===== src/rtl/alu_arbiter.sv =====
// ============================================================================
//  Module      : alu_arbiter
//  Description : Round-robin arbiter sharing one combinational ALU among
//                N_REQ requesters; captures operands, runs one op at a time,
//                returns a registered result with valid/ready handshake.
//                Optional macro ALU_ARB_OPCHECK_EN flags illegal opcodes.
//  Revision    : 1.0 - initial release
// ============================================================================
`default_nettype none

module alu_arbiter #(
    parameter int N_REQ = 2,
    parameter int ID_W  = 1,
    parameter int W     = 32
) (
    input  logic                 clk,
    input  logic                 rst,
    input  logic [N_REQ-1:0]     req,
    input  logic [3*N_REQ-1:0]   req_inst,
    input  logic [W*N_REQ-1:0]   req_da,
    input  logic [W*N_REQ-1:0]   req_db,
    output logic [N_REQ-1:0]     gnt,
    output logic                 rsp_valid,
    output logic [ID_W-1:0]      rsp_id,
    output logic [W-1:0]         rsp_data,
    output logic                 rsp_err,
    input  logic                 rsp_ready,
    output logic [2:0]           alu_inst,
    output logic [W-1:0]         alu_da,
    output logic [W-1:0]         alu_db,
    input  logic [W-1:0]         alu_out
);

    typedef enum logic [1:0] {
        S_IDLE = 2'd0,
        S_EXEC = 2'd1,
        S_RESP = 2'd2
    } state_t;

    state_t           r_state;
    logic [ID_W-1:0]  r_ptr;
    logic [2:0]       r_inst;
    logic [W-1:0]     r_da;
    logic [W-1:0]     r_db;
    logic [ID_W-1:0]  r_id;
    logic             r_rsp_valid;
    logic [ID_W-1:0]  r_rsp_id;
    logic [W-1:0]     r_rsp_data;
    logic             w_found;
    logic [ID_W-1:0]  w_win;

    function automatic logic [ID_W-1:0] wrap_idx(input logic [ID_W-1:0] base, input int off);
        int s;
        s = int'(base) + off;
        if (s >= N_REQ) s = s - N_REQ;
        return s[ID_W-1:0];
    endfunction

    // First requester at or above the pointer, wrapping modulo N_REQ
    always_comb begin
        w_found = 1'b0;
        w_win   = '0;
        for (int k = 0; k < N_REQ; k++) begin
            if (!w_found && req[wrap_idx(r_ptr, k)]) begin
                w_found = 1'b1;
                w_win   = wrap_idx(r_ptr, k);
            end
        end
    end

    always_comb begin
        gnt = '0;
        if (r_state == S_IDLE && w_found) gnt[w_win] = 1'b1;
    end

`ifdef ALU_ARB_OPCHECK_EN
    logic r_ill;
    logic r_rsp_err;

    function automatic logic is_illegal(input logic [2:0] op);
        return (op == 3'b010) || (op == 3'b011) || (op == 3'b111);
    endfunction

    assign rsp_err = r_rsp_err;
`else
    assign rsp_err = 1'b0;
`endif

    always_ff @(posedge clk) begin
        if (rst) begin
            r_state     <= S_IDLE;
            r_ptr       <= '0;
            r_inst      <= 3'b000;
            r_da        <= '0;
            r_db        <= '0;
            r_id        <= '0;
            r_rsp_valid <= 1'b0;
            r_rsp_id    <= '0;
            r_rsp_data  <= '0;
`ifdef ALU_ARB_OPCHECK_EN
            r_ill       <= 1'b0;
            r_rsp_err   <= 1'b0;
`endif
        end else begin
            case (r_state)
                S_IDLE: begin
                    if (w_found) begin
                        r_inst  <= req_inst[3*int'(w_win) +: 3];
                        r_da    <= req_da[W*int'(w_win) +: W];
                        r_db    <= req_db[W*int'(w_win) +: W];
                        r_id    <= w_win;
                        r_ptr   <= wrap_idx(w_win, 1);
`ifdef ALU_ARB_OPCHECK_EN
                        r_ill   <= is_illegal(req_inst[3*int'(w_win) +: 3]);
`endif
                        r_state <= S_EXEC;
                    end
                end
                S_EXEC: begin
`ifdef ALU_ARB_OPCHECK_EN
                    r_rsp_data <= r_ill ? '0 : alu_out;
                    r_rsp_err  <= r_ill;
`else
                    r_rsp_data <= alu_out;
`endif
                    r_rsp_id    <= r_id;
                    r_rsp_valid <= 1'b1;
                    r_state     <= S_RESP;
                end
                S_RESP: begin
                    if (rsp_ready) begin
                        r_rsp_valid <= 1'b0;
                        r_state     <= S_IDLE;
                    end
                end
                default: r_state <= S_IDLE;
            endcase
        end
    end

    // ALU inputs come straight from the capture registers so they never glitch
    assign alu_inst  = r_inst;
    assign alu_da    = r_da;
    assign alu_db    = r_db;
    assign rsp_valid = r_rsp_valid;
    assign rsp_id    = r_rsp_id;
    assign rsp_data  = r_rsp_data;

endmodule

`default_nettype wire


===== config.mk =====
export PLATFORM = sky130hd
export DESIGN_NAME = alu_arbiter
export DESIGN_NICKNAME = d
export VERILOG_FILES = /design/src/rtl/alu_arbiter.sv
export SDC_FILE = /design/constraint.sdc
export NUM_CORES = 1
export LEC_CHECK = 0
export CAP_MARGIN = 20
export CORE_MARGIN = 2
export CORE_UTILIZATION = 40
export CTS_CLUSTER_SIZE = 12
export DETAILED_ROUTE_END_ITERATION = 6
export HOLD_SLACK_MARGIN = 0.05
export PLACE_DENSITY = 0.94
export SYNTH_ARGS = -nofsm -noshare
export SYNTH_HDL_FRONTEND = slang
export SYNTH_SLANG_ARGS = --single-unit
export TNS_END_PERCENT = 1

===== constraint.sdc =====
create_clock -name clk -period 3.65 [get_ports clk]
set_input_delay 0.73 -clock clk [delete_from_list [all_inputs] [get_ports clk]]
set_output_delay 0.73 -clock clk [all_outputs]
set_load 0.02 [all_outputs]

==> results.sh, run 1 <==
export IMPL_min_from="rsp_data[19]$_SDFFE_PP0P_"
export IMPL_synth_seq_cells=105
export IMPL_cts_root_buf="clkbuf_16"
export IMPL_final_period_utilization_pct=76.85
export IMPL_htreeDepth=3
export IMPL_reg2reg_to="alu_db[13]$_SDFFE_PP0P_"
export IMPL_drtIter0Drc=412
export IMPL_hold_violations=0
export IMPL_endpoint_kind="primary output"
export IMPL_post_cts_resized=0
export IMPL_first_pass_iters=5
export IMPL_outcome="complete, no violations"
export IMPL_reg2reg_depth=4
export IMPL_place_gp_congestion=0.8085
export IMPL_setup_viol=0
export IMPL_area_growth_pct=64.42
export IMPL_die_width_um=110.3
export IMPL_port_buffers=273
export IMPL_via_count=5354
export IMPL_grt_max_degree=106
export IMPL_clock_latency_ns=0.33
export IMPL_initial_core_util_pct=41.33
export IMPL_grt_first_pass_wirelength_um=24800
export IMPL_cp_max_fo=19
export IMPL_rsz0062_at_grt="no"
export IMPL_min_to="rsp_data[19]$_SDFFE_PP0P_"
export IMPL_cts_hold_buf=0
export IMPL_cts_setup_buffers=0
export IMPL_totalWireLength_um=16610
export IMPL_holdWs_ns=0.4530
export IMPL_holdPathStages=2
export IMPL_clkPwrFrac_pct=29.7
export IMPL_grt_overflow=0
export IMPL_core_area_mm2=0.01094
export IMPL_core_rowCount=38
export IMPL_grt_pass1_vias=5103
export IMPL_viasPerCell=5.738
export IMPL_critical_path_class="in2out"
export IMPL_p_sw_share_pct=31.58
export IMPL_r2r_slack_ns=1.91
export IMPL_wl_per_cell_um=17.80
export IMPL_dp_cells=917
export IMPL_start_kind="primary input"
export IMPL_cts_tree="yes"
export IMPL_final_cells=933
export IMPL_cts_clk_slew_worst_paths_ns=0.07
export IMPL_setup_tns_ns=0
export IMPL_fin_nets=959
export IMPL_cap_viol_max_count=0
export IMPL_max_freq_mhz=356.5
export IMPL_irDropWorstVdd_mv=0.2807
export IMPL_place_hpwl_um=10880
export IMPL_p_switching_mw=0.9874
export IMPL_crit_required_ns=2.92
export IMPL_netlist_instances=568
export IMPL_p_leak_nw=2.512
export IMPL_synth_cell_types=23
export IMPL_yosysSeqAreaShare_pct=46.51
export IMPL_ant_nets=0
export IMPL_tightest_slew_ns=1.107
export IMPL_synthesis_nets=739
export IMPL_grt_use_total_pct=25.87
export IMPL_netlist_area_mm2=0.004519
export IMPL_cts_buffer_depth=2
export IMPL_timing_rr_start="r_state[0]$_SDFFE_PP0P_"
export IMPL_diodes=0
export IMPL_seqPwrFrac_pct=41.5
export IMPL_timing_slew_headroom_pct=26.20
export IMPL_power_density_mw_per_mm2=420.7
export IMPL_combPwrFrac_pct=28.7
export IMPL_yosysWarnings=0
export IMPL_antenna_found_initial=0
export IMPL_die_area_mm2=0.01217
export IMPL_post_route_drc_count=0
export IMPL_critPathLaunch="req[1]"
export IMPL_final_setup_skew_ns=0.009943
export IMPL_post_route_util_pct=67.95
export IMPL_final_common_cell="clkdlybuf4s50_1"
export IMPL_numCtsBuffers=9
export IMPL_p_int_mw=2.139
export IMPL_top_level_ports=275
export IMPL_slew_violations=0
export IMPL_layout_common_cells="270 x clkdlybuf4s50_1, 105 x dfxtp_1, 70 x o21ai_1, 68 x nand3_1"
export IMPL_avgSynthCellArea_um2=7.957
export IMPL_drive_gt1_share_pct=4.414
export IMPL_cts_sinks=105
export IMPL_period_minus_slack_ns=2.805
export IMPL_die_h_um=110.3
export IMPL_cp_arrival_ns=2.08
export IMPL_hold_path_class="reg2reg"
==> worst max-delay path, stage by stage <==
cell and delay [ns]:
buf_2 0.26, a211oi_4 0.31, nand2_1 0.09, inv_1 0.06, clkdlybuf4s50_1 0.60
==> cell usage after synthesis <==
library cell	count	share of area (%)
a21oi_1	36	4.0
nand2_1	67	5.6
buf_1	2	0.17
o21ai_1	70	7.8
or2_1	1	0.14
buf_2	34	3.8
nor2b_1	1	0.14
conb_1	1	0.083
a31oi_1	67	9.3
or3b_1	1	0.19
nand2b_1	2	0.28
dfxtp_1	105	47
a211oi_4	1	0.44
nand3_1	68	7.5
clkbuf_1	30	2.5
nor2_1	2	0.17
nor2_2	1	0.14
buf_6	4	1.0
inv_1	2	0.17
nand3b_1	1	0.17
buf_4	4	0.66
nand4_1	67	9.3
nor3_1	1	0.11
==> how the worst max path moves through the flow <==
stage	end	slack, ns	cells past startpoint
3_3_place_gp	gnt[0]	0.86	5
3_5_place_dp	gnt[0]	0.85	5
5_1_grt	gnt[0]	0.82	5
6_report	gnt[0]	0.84	5
2_1_floorplan	gnt[0]	1.29	6
4_1_cts	gnt[0]	0.85	5
==> power groups by stage <==
stage                     Sequential (mW)  Clock [mW]  Combinational, mW
final                                1.30       0.930              0.898
after global routing                 1.31       0.995              0.959
after CTS                            1.30       0.944              0.897
after detailed placement             1.32           0              0.894
after global placement               1.32           0              0.885
after floorplan                      1.43           0              0.340
==> layout make-up <==
type	count	area, um^2
well taps	140	175.2
flip-flops and latches	105	2102
repair buffers	283	2808
inverters	2	7.507
fillers	860	3505
clock inverters	7	51.30
clock buffers	9	225.2
multi-input cells	387	2062
==> state kept, by name, indices dropped and copies added, names as in the netlist <==
signal     cells
rsp_data      32
rsp_valid      1
r_state        2
alu_da        32
rsp_id         1
r_ptr          1
r_id           1
alu_db        32
alu_inst       3
==> per-layer routing <==
layer	part of all wire [%]	GRT usage (%)	vias up
li1	-	-	2534
met1	38	29.79	2485
met2	48	43.69	295
met3	11	9.347	40
met4	3.0	10.18	0
met5	0	0	-
==> kinds of logic (layout without fill, tap and decap cells) <==
group	Yosys count	count (layout)	synth area share, %
DFF	105	105	46.51
other	1	1	0.08298
and+or+nand+nor	212	212	23.70
AOI/OAI and AO/OA	174	174	21.46
buffers and inverters	76	301	8.250
==> per-stage QoR <==
step / total power, mW / instance area [um^2] / setup WS (ns)
2_1_floorplan: 1.773 / 4519 / 1.293
3_3_place_gp: 2.204 / 7154 / 0.8575
3_5_place_dp: 2.218 / 7154 / 0.8507
4_1_cts: 3.139 / 7431 / 0.8489
5_1_grt: 3.265 / 7431 / 0.8156
6_report: 3.126 / 7431 / 0.8448
Note: power is estimated with default switching activity, not from simulation.
==> run 2: changes to the inputs <==
Settings changed: CORE_UTILIZATION 40 to 34, PLACE_DENSITY 0.94 to 0.85.
Clock period 3.65 ns to 2.5 ns, I/O delays scaled along.
==> results.sh, run 2 (synthesized netlist as in run 1, its figures left out) <==
export IMPL_cts_tree="yes"
export IMPL_totalWireLength_um=16750
export IMPL_cts_clk_slew_worst_paths_ns=0.07
export IMPL_crit_required_ns=2.00
export IMPL_placed_area_mm2=0.007244
export IMPL_grt_first_pass_wirelength_um=26270
export IMPL_grt_use_total_pct=22.89
export IMPL_place_gp_congestion=0.8032
export IMPL_power_density_mw_per_mm2=607.3
export IMPL_timing_slew_headroom_pct=48.47
export IMPL_initial_core_util_pct=34.54
export IMPL_final_period_utilization_pct=91.33
export IMPL_outcome="complete, no violations"
export IMPL_die_width_um=119.3
export IMPL_p_sw_share_pct=30.62
export IMPL_stdcell_area_mm2=0.007531
export IMPL_htreeDepth=3
export IMPL_clock_latency_ns=0.35
export IMPL_p_total_mw=4.574
export IMPL_irDropWorstVdd_mv=0.2948
export IMPL_hold_path_class="reg2reg"
export IMPL_ant_nets=0
export IMPL_core_rowCount=42
export IMPL_via_count=5331
export IMPL_grt_max_degree=68
export IMPL_max_freq_mhz=438.0
export IMPL_combPwrFrac_pct=28.9
export IMPL_cts_setup_buffers=0
export IMPL_drive_gt1_share_pct=5.006
export IMPL_cp_max_fo=7
export IMPL_wl_per_cell_um=17.16
export IMPL_final_setup_skew_ns=0.008888
export IMPL_final_common_cell="clkdlybuf4s50_1"
export IMPL_critical_path_class="reg2out"
export IMPL_hold_violations=0
export IMPL_numCtsBuffers=9
export IMPL_top_level_ports=275
export IMPL_setup_tns_ns=0
export IMPL_cts_sinks=105
export IMPL_nFillCells=1159
export IMPL_start_kind="register"
export IMPL_cp_arrival_ns=1.78
export IMPL_post_route_drc_count=0
export IMPL_area_growth_pct=66.64
export IMPL_grt_pass1_vias=4976
export IMPL_fin_nets=965
export IMPL_setup_viol=0
export IMPL_core_area_mm2=0.01309
export IMPL_grt_overflow=0
export IMPL_rsz0062_at_grt="no"
export IMPL_cts_buffer_depth=2
export IMPL_die_area_mm2=0.01423
export IMPL_layout_common_cells="270 x clkdlybuf4s50_1, 105 x dfxtp_1, 70 x o21ai_1, 68 x nand3_1"
export IMPL_holdPathStages=2
export IMPL_p_switching_mw=1.400
export IMPL_first_pass_iters=5
export IMPL_cap_viol_max_count=0
export IMPL_cts_root_buf="clkbuf_16"
export IMPL_period_minus_slack_ns=2.283
export IMPL_cts_hold_buf=0
export IMPL_tightest_slew_ns=0.7730
export IMPL_p_leak_nw=2.547
export IMPL_seqPwrFrac_pct=41.4
export IMPL_viasPerCell=5.462
export IMPL_clkPwrFrac_pct=29.7
export IMPL_die_h_um=119.3
export IMPL_post_cts_resized=0
export IMPL_slew_violations=0
export IMPL_endpoint_kind="primary output"
export IMPL_port_buffers=273
export IMPL_drtIter0Drc=488
export IMPL_p_int_mw=3.173
export IMPL_antenna_found_initial=0
export IMPL_place_hpwl_um=10930
export IMPL_reg2reg_depth=4
## run 2: layer usage
metal | GRT usage, % | wire [um]
met5 | 0 | 0
met4 | 8.088 | 327
met1 | 29.48 | 6978
met2 | 37.54 | 7936
met3 | 5.364 | 1506
## run 2: stage by stage
stage	std cells	worst slack, ns	util (%)	hold slack (ns)
6_report	976	0.2167	57.55	0.4534
5_1_grt	975	0.1002	57.53	0.4737
4_1_cts	975	0.1869	57.53	0.4568
3_5_place_dp	959	0.3197	55.36	0.4466
3_3_place_gp	959	0.3251	55.36	0.4415
2_1_floorplan	568	0.6025	-	0.4305
## run 2: layout make-up
type | count | area, um^2 | area share (%)
antenna | 1 | 2.502 | 0.03323
inverter | 2 | 7.507 | 0.09968
timing repair buffer | 289 | 2853 | 37.88
clock inverter | 4 | 27.53 | 0.3655
sequential | 105 | 2102 | 27.91
multi-input combinational | 387 | 2062 | 27.38
clock buffer | 12 | 256.5 | 3.406
tap | 176 | 220.2 | 2.924
## run 2: path summary, 6_finish.rpt
kind | slack [ns] | startpoint | endpoint
max | 0.22 | r_state[0]$_SDFFE_PP0P_ | gnt[0]
min | 0.45 | rsp_data[18]$_SDFFE_PP0P_ | rsp_data[18]$_SDFFE_PP0P_
max reg2reg | 0.70 | r_state[0]$_SDFFE_PP0P_ | alu_da[22]$_SDFFE_PP0P_
min reg2reg | 0.45 | rsp_data[18]$_SDFFE_PP0P_ | rsp_data[18]$_SDFFE_PP0P_
## run 2: critical path, stage by stage (launching register included)
cell	delay [ns]
dfxtp_1	0.40
a211oi_4	0.25
nand2_1	0.10
inv_1	0.06
clkdlybuf4s50_1	0.63
## run 2: power by group through the flow
stage                     registers, mW  clock network (mW)  logic (mW)
after floorplan                    2.09                   0       0.496
after global placement             1.92                   0        1.32
after detailed placement           1.93                   0        1.32
after CTS                          1.89                1.39        1.33
after global routing               1.91                1.47        1.42
final                              1.89                1.36        1.32
==> run 3: changes to the inputs <==
Settings changed: TNS_END_PERCENT 1 to 5.
==> results of run 3 <==
No change in the layout: final DEF, timing and power equal those of run 2.
